**src/rtl/bird_uart_io.sv**
```systemverilog
// bird_uart_io: memory-mapped 8N1 UART for the bird CPU data bus.
// A four-register window at BASE: TXDATA, STATUS, RXDATA, RXACK.
// Stores to TXDATA are queued in a small TX FIFO and then serialised LSB first.
// Loads go through a combinational read mux. It returns 0 when the window is not selected.
// Optional receive path: define BIRD_UART_RX_EN to build it.
// Without that macro, rxd is ignored and the RX status bits and RXDATA read as 0.
module bird_uart_io #(
  parameter logic [15:0] BASE       = 16'h0FF0,
  parameter int          CLK_DIV    = 434,
  parameter int          FIFO_DEPTH = 8
) (
  input  logic        clk,
  input  logic        rst_n,
  input  logic [15:0] addr,
  input  logic [15:0] wdata,
  input  logic        memwt,
  output logic [15:0] rdata,
  output logic        sel,
  output logic        txd,
  input  logic        rxd
);

  localparam int AW = $clog2(FIFO_DEPTH);
  localparam int CW = $clog2(CLK_DIV);
  localparam logic [CW-1:0] DIV_LAST  = CW'(CLK_DIV - 1);
  localparam logic [CW-1:0] HALF_LAST = CW'(CLK_DIV / 2 - 1);

  // ---------------------------------------------------------------- bus decode
  logic wr_en;
  logic push_req;
  logic stat_wr;

  assign sel      = (addr[15:2] == BASE[15:2]);
  assign wr_en    = memwt & sel;
  assign push_req = wr_en & (addr[1:0] == 2'd0);
  assign stat_wr  = wr_en & (addr[1:0] == 2'd1);

  // ---------------------------------------------------------------- TX FIFO
  logic [7:0]  fifo_mem [FIFO_DEPTH];
  logic [AW:0] wr_ptr_reg;
  logic [AW:0] rd_ptr_reg;
  logic [AW:0] fifo_count;
  logic        fifo_full;
  logic        fifo_empty;
  logic        push;
  logic        tx_pop;
  logic        tx_drop_reg;

  assign fifo_count = wr_ptr_reg - rd_ptr_reg;
  assign fifo_full  = (fifo_count == (AW + 1)'(FIFO_DEPTH));
  assign fifo_empty = (fifo_count == '0);
  // Fullness is judged before any same-cycle pop, so a push to a full FIFO is always lost.
  assign push       = push_req & ~fifo_full;

  // FIFO storage write port
  always_ff @(posedge clk) begin
    if (push) fifo_mem[wr_ptr_reg[AW-1:0]] <= wdata[7:0];
  end

  // FIFO pointers and the sticky drop flag
  always_ff @(posedge clk) begin
    if (!rst_n) begin
      wr_ptr_reg  <= '0;
      rd_ptr_reg  <= '0;
      tx_drop_reg <= 1'b0;
    end else begin
      if (push) wr_ptr_reg <= wr_ptr_reg + 1'b1;
      if (tx_pop) rd_ptr_reg <= rd_ptr_reg + 1'b1;
      if (push_req && fifo_full) tx_drop_reg <= 1'b1;
      else if (stat_wr) tx_drop_reg <= 1'b0;
    end
  end

  // ---------------------------------------------------------------- TX serialiser
  typedef enum logic [1:0] {T_IDLE, T_START, T_DATA, T_STOP} tx_state_t;

  tx_state_t      tx_state_reg, tx_state_next;
  logic [CW-1:0]  tx_cnt_reg, tx_cnt_next;
  logic [2:0]     tx_bit_reg, tx_bit_next;
  logic [7:0]     tx_shift_reg, tx_shift_next;
  logic           txd_reg, txd_next;
  logic           tx_busy;

  assign tx_busy = (tx_state_reg != T_IDLE);
  assign txd     = txd_reg;

  // TX state register; the line output is registered so txd is glitch-free
  always_ff @(posedge clk) begin
    if (!rst_n) begin
      tx_state_reg <= T_IDLE;
      tx_cnt_reg   <= '0;
      tx_bit_reg   <= '0;
      tx_shift_reg <= '0;
      txd_reg      <= 1'b1;
    end else begin
      tx_state_reg <= tx_state_next;
      tx_cnt_reg   <= tx_cnt_next;
      tx_bit_reg   <= tx_bit_next;
      tx_shift_reg <= tx_shift_next;
      txd_reg      <= txd_next;
    end
  end

  // TX next-state: frame sequencing, and the line level that goes with the next state
  always_comb begin
    tx_state_next = tx_state_reg;
    tx_cnt_next   = tx_cnt_reg;
    tx_bit_next   = tx_bit_reg;
    tx_shift_next = tx_shift_reg;
    tx_pop        = 1'b0;
    case (tx_state_reg)
      T_IDLE: begin
        if (!fifo_empty) begin
          tx_pop        = 1'b1;
          tx_shift_next = fifo_mem[rd_ptr_reg[AW-1:0]];
          tx_cnt_next   = '0;
          tx_state_next = T_START;
        end
      end
      T_START: begin
        if (tx_cnt_reg == DIV_LAST) begin
          tx_cnt_next   = '0;
          tx_bit_next   = '0;
          tx_state_next = T_DATA;
        end else begin
          tx_cnt_next = tx_cnt_reg + 1'b1;
        end
      end
      T_DATA: begin
        if (tx_cnt_reg == DIV_LAST) begin
          tx_cnt_next   = '0;
          tx_shift_next = {1'b0, tx_shift_reg[7:1]};
          if (tx_bit_reg == 3'd7) tx_state_next = T_STOP;
          else                    tx_bit_next   = tx_bit_reg + 1'b1;
        end else begin
          tx_cnt_next = tx_cnt_reg + 1'b1;
        end
      end
      default: begin
        if (tx_cnt_reg == DIV_LAST) begin
          tx_cnt_next   = '0;
          tx_state_next = T_IDLE;
        end else begin
          tx_cnt_next = tx_cnt_reg + 1'b1;
        end
      end
    endcase
    case (tx_state_next)
      T_START: txd_next = 1'b0;
      T_DATA:  txd_next = tx_shift_next[0];
      default: txd_next = 1'b1;
    endcase
  end

  // ---------------------------------------------------------------- RX path
  logic       rx_valid;
  logic       rx_overrun;
  logic       rx_frame_err;
  logic [7:0] rx_byte;

`ifdef BIRD_UART_RX_EN
  typedef enum logic [1:0] {R_IDLE, R_START, R_DATA, R_STOP} rx_state_t;

  rx_state_t     rx_state_reg, rx_state_next;
  logic [CW-1:0] rx_cnt_reg, rx_cnt_next;
  logic [2:0]    rx_bit_reg, rx_bit_next;
  logic [7:0]    rx_shift_reg, rx_shift_next;
  logic          rx_meta_reg, rx_sync_reg, rx_prev_reg;
  logic          rx_done;
  logic          rx_ack;
  logic          rx_valid_reg, rx_overrun_reg, rx_frame_err_reg;
  logic [7:0]    rx_byte_reg;

  assign rx_ack       = wr_en & (addr[1:0] == 2'd3);
  assign rx_valid     = rx_valid_reg;
  assign rx_overrun   = rx_overrun_reg;
  assign rx_frame_err = rx_frame_err_reg;
  assign rx_byte      = rx_byte_reg;

  // Two-stage synchroniser for the asynchronous line, plus a delayed copy for edge detection
  always_ff @(posedge clk) begin
    if (!rst_n) begin
      rx_meta_reg <= 1'b1;
      rx_sync_reg <= 1'b1;
      rx_prev_reg <= 1'b1;
    end else begin
      rx_meta_reg <= rxd;
      rx_sync_reg <= rx_meta_reg;
      rx_prev_reg <= rx_sync_reg;
    end
  end

  // RX state register
  always_ff @(posedge clk) begin
    if (!rst_n) begin
      rx_state_reg <= R_IDLE;
      rx_cnt_reg   <= '0;
      rx_bit_reg   <= '0;
      rx_shift_reg <= '0;
    end else begin
      rx_state_reg <= rx_state_next;
      rx_cnt_reg   <= rx_cnt_next;
      rx_bit_reg   <= rx_bit_next;
      rx_shift_reg <= rx_shift_next;
    end
  end

  // RX next-state: re-check the start bit at mid-bit, then sample once per bit period
  always_comb begin
    rx_state_next = rx_state_reg;
    rx_cnt_next   = rx_cnt_reg;
    rx_bit_next   = rx_bit_reg;
    rx_shift_next = rx_shift_reg;
    rx_done       = 1'b0;
    case (rx_state_reg)
      R_IDLE: begin
        if (rx_prev_reg && !rx_sync_reg) begin
          rx_cnt_next   = '0;
          rx_state_next = R_START;
        end
      end
      R_START: begin
        if (rx_cnt_reg == HALF_LAST) begin
          rx_cnt_next   = '0;
          rx_bit_next   = '0;
          rx_state_next = rx_sync_reg ? R_IDLE : R_DATA;
        end else begin
          rx_cnt_next = rx_cnt_reg + 1'b1;
        end
      end
      R_DATA: begin
        if (rx_cnt_reg == DIV_LAST) begin
          rx_cnt_next   = '0;
          rx_shift_next = {rx_sync_reg, rx_shift_reg[7:1]};
          if (rx_bit_reg == 3'd7) rx_state_next = R_STOP;
          else                    rx_bit_next   = rx_bit_reg + 1'b1;
        end else begin
          rx_cnt_next = rx_cnt_reg + 1'b1;
        end
      end
      default: begin
        if (rx_cnt_reg == DIV_LAST) begin
          rx_cnt_next   = '0;
          rx_done       = 1'b1;
          rx_state_next = R_IDLE;
        end else begin
          rx_cnt_next = rx_cnt_reg + 1'b1;
        end
      end
    endcase
  end

  // Receive holding register and sticky error flags. An ack on the delivery edge frees the slot.
  always_ff @(posedge clk) begin
    if (!rst_n) begin
      rx_valid_reg     <= 1'b0;
      rx_overrun_reg   <= 1'b0;
      rx_frame_err_reg <= 1'b0;
      rx_byte_reg      <= '0;
    end else begin
      if (stat_wr) begin
        rx_overrun_reg   <= 1'b0;
        rx_frame_err_reg <= 1'b0;
      end
      if (rx_ack) rx_valid_reg <= 1'b0;
      if (rx_done) begin
        if (!rx_sync_reg) rx_frame_err_reg <= 1'b1;
        if (!rx_valid_reg || rx_ack) begin
          rx_byte_reg  <= rx_shift_reg;
          rx_valid_reg <= 1'b1;
        end else begin
          rx_overrun_reg <= 1'b1;
        end
      end
    end
  end
`else
  logic unused_rxd;
  assign unused_rxd   = rxd;
  assign rx_valid     = 1'b0;
  assign rx_overrun   = 1'b0;
  assign rx_frame_err = 1'b0;
  assign rx_byte      = 8'h00;
`endif

  // ---------------------------------------------------------------- read mux
  logic unused_wdata;
  assign unused_wdata = ^wdata[15:8];

  // Combinational read-back; the CPU has no read strobe, so reads have no side effects
  always_comb begin
    rdata = 16'h0000;
    if (sel) begin
      case (addr[1:0])
        2'd1:    rdata = {9'b0, rx_frame_err, rx_overrun, rx_valid,
                          tx_drop_reg, tx_busy, fifo_empty, fifo_full};
        2'd2:    rdata = {8'b0, rx_byte};
        default: rdata = 16'h0000;
      endcase
    end
  end

endmodule

```
**config.mk**
```make
export PLATFORM = sky130hd
export DESIGN_NAME = bird_uart_io
export DESIGN_NICKNAME = d
export VERILOG_FILES = /design/src/rtl/bird_uart_io.sv
export SDC_FILE = /design/constraint.sdc
export NUM_CORES = 1
export LEC_CHECK = 0
export CORE_UTILIZATION = 35
export CTS_CLUSTER_DIAMETER = 120
export CTS_CLUSTER_SIZE = 20
export DETAILED_ROUTE_END_ITERATION = 10
export PLACE_DENSITY = 0.54
export SLEW_MARGIN = 40
export SYNTH_ARGS = -nofsm -noshare
export SYNTH_HDL_FRONTEND = slang
export SYNTH_SLANG_ARGS = --single-unit
export TNS_END_PERCENT = 20
```
**constraint.sdc**
```tcl
create_clock -name clk -period 4.7 [get_ports clk]
set_input_delay 0.705 -clock clk [delete_from_list [all_inputs] [get_ports clk]]
set_output_delay 0.705 -clock clk [all_outputs]
set_load 0.02 [all_outputs]
```
==> results.py <==
metrics = {
    "synthesis": {
        "synth.ff_latch_count": 99,
        "synth.largest_area_cell": "edfxtp_1",
        "synth.most_common_cell": "edfxtp_1",
        "synth_cell_type_count": 55,
        "postSynth.asyncResetShare_pct": 0,
        "syn_inst": 372,
        "synth_top_area_share_pct": 42.4,
        "netlist_area_mm2": 0.00453,
        "yosysWarnings": 0,
        "synth_commonest_cells": "64 x edfxtp_1, 35 x dfxtp_1, 30 x a21oi_1, 19 x nand2_1, 18 x o21ai_0",
        "synthFlopType": "edfxtp_1",
        "syn_area_per_cell_um2": 12.2,
        "yosys-top-cells-area": "edfxtp_1 42%, dfxtp_1 15%, mux4_2 5.0%",
        "synth-edff-count": 64,
        "seq_area_frac_synth_pct": 57.9,
    },
    "timing": {
        "skew_ns": 0.00847,
        "relSlewSlack_pct": 51.7,
        "fin_tns_setup_ns": 0,
        "setup_viol": 0,
        "timing.final.max_slew_violations": 0,
        "rsz0062_at_grt": "no",
        "layout_worst_path_cycle_share_pct": 77.8,
        "tightest_slew_ns": 0.720,
        "finalCriticalPeriod_ns": 3.65,
        "fmax_mhz": 274,
        "hold_violations": 0,
    },
    "floorplan": {
        "die_x_um": 116,
        "dieArea_mm2": 0.0134,
        "initial_core_util_pct": 35.9,
        "die_y_um": 116,
        "ios": 54,
        "rows": 41,
        "core-area_mm2": 0.0126,
    },
    "pwr": {
        "combPwrFrac_pct": 23.8,
        "power_uw": 2370,
        "leakagePower_uw": 0.00177,
        "p_int_uw": 1630,
        "pwr-share-seq_pct": 44.3,
        "peakVddDrop_mv": 0.201,
        "p_switching_uw": 742,
        "p_per_area_mw_per_mm2": 443,
        "p_sw_share_pct": 31.3,
        "p_clk_share_pct": 31.9,
    },
    "flow_run": {
        "cap_violations": 0,
    },
    "finish": {
        "diodes": 0,
        "fin_nets": 449,
        "seq_area_mm2": 0.00263,
        "drive_gt1_share_pct": 16.4,
        "num-fill-cells": 1194,
        "largest_reg_flops": 64,
        "multi_input_area_mm2": 0.00175,
        "areaGrowthSynthToFinish_pct": 18.0,
    },
    "routing": {
        "firstDrtPassIters": 4,
        "drt_wl_total_um": 9110,
        "viasPerCell": 5.18,
        "wl_per_cell_um": 15.7,
        "num_vias": 3009,
        "drt_iter0_markers": 221,
        "drc_errors": 0,
        "final_antenna_net_count": 0,
    },
    "clock_network": {
        "cts_max_path_buffers": 2,
        "clock_latency_ns": 0.34,
        "cts_tree": "done",
        "clkTransAtPathRegs_ns": 0.07,
        "cts_made_buffers": 9,
        "cts_sinks": 99,
        "postCtsResizedCells": 0,
        "root_buffer": "clkbuf_16",
        "hold_buffers": 0,
        "post_cts.repair.setup_buffers": 0,
        "htree_num_levels": 3,
    },
    "status": {
        "status": "finished, final reports clean",
    },
    "min_path": {
        "whs_path_depth": 2,
        "hold_path_class": "reg -> reg",
    },
    "place": {
        "portBuffers": 32,
        "place_congestion": 0.769,
        "place_hpwl_um": 5870,
    },
    "global_routing": {
        "antenna_found_initial": 0,
        "grt_max_degree": 26,
        "grt_pass1_vias": 2829,
        "grt_pass1_wl_um": 14600,
        "overflow": 0,
        "track_usage_pct": 14.5,
    },
    "setup_path": {
        "cp-start-kind": "flop",
        "worstPathRequired_ns": 3.99,
        "worstPathArrival_ns": 2.95,
        "rr_worst_depth": 8,
        "critPathKind": "reg -> out",
        "critPathMaxFanout": 9,
        "end_kind": "output port",
    },
}
[cell usage in the layout, fill, tap and decap left out, drive strengths merged, types with 7 or more instances in the layout]
| master | instances |
|---|---|
| o21ai | 23 |
| a31oi | 10 |
| nor2b | 8 |
| clkdlybuf4s50 | 32 |
| ha | 9 |
| conb | 12 |
| mux4 | 10 |
| mux2 | 13 |
| nor2 | 18 |
| edfxtp | 64 |
| dfxtp | 35 |
| nand2 | 19 |
| a21oi | 30 |
| nor4 | 7 |
| nand3 | 11 |
| buf | 10 |
| inv | 16 |
| clkbuf | 9 |
[kinds of logic (layout without fill, tap and decap cells)]
logic type                 after synthesis  after routing  share of synthesized area, %
DFF                                     99             99                          57.9
and+or+nand+nor                         99             99                          13.0
AOI/OAI and AO/OA                       89             89                          12.1
buffers and inverters                   46             72                          5.05
muxes                                   25             25                          8.64
adders and majority gates                9              9                          2.49
xor gates and xnor gates                 4              4                         0.773
other                                    1             12                        0.0828
[per-stage QoR]
stage                     hold WS, ns  utilization (%)  worst slack (ns)  instance area, µm²  cells
after floorplan                 0.431                -              1.72                4570    383
after global placement          0.459             39.9              1.18                5040    565
after detailed placement        0.468             39.9              1.18                5040    565
after CTS                       0.481             42.4              1.03                5350    581
after global routing            0.492             42.4             0.895                5350    581
final                           0.475             42.4              1.05                5350    581
[worst max-delay path, cell delays in order (launching register included)]
cell	delay [ns]
dfxtp_1	0.54
inv_1	0.18
ha_1	0.24
nand3b_1	0.17
and3_1	0.19
or4_1	0.54
nor2_1	0.14
clkdlybuf4s50_1	0.62
[final timing paths]
path | from | to | slack [ns]
max reg2reg | wr_ptr_reg[0] | fifo_mem[2][1] | 1.64
max | wr_ptr_reg[0] | rdata[0] | 1.05
min reg2reg | tx_bit_reg[1] | tx_bit_reg[1] | 0.48
min | tx_bit_reg[1] | tx_bit_reg[1] | 0.48
[per-layer routing]
metal	share of wire [%]	GRT usage [%]	up-vias
li1	-	-	1460
met1	46	19.9	1453
met2	47	22.9	88
met3	5.9	3.66	8
met4	1.1	4.10	0
met5	0	0	-
[cell type report]
| type | instances | share of cell area (%) |
|---|---|---|
| clock inverters | 7 | 1.54 |
| well taps | 172 | 4.02 |
| clock buffers | 9 | 4.21 |
| flip-flops and latches | 99 | 49.1 |
| repair buffers | 42 | 7.39 |
| multi-input cells | 238 | 32.8 |
| inverters | 14 | 0.983 |
[power by group through the flow]
stage	registers [µW]	logic, µW	clock network, µW
final	1050	563	756
after global routing	1060	624	807
after CTS	1050	571	774
after detailed placement	1070	569	0
after global placement	1070	559	0
after floorplan	1030	444	0
Note: power is estimated with default switching activity, not from simulation.
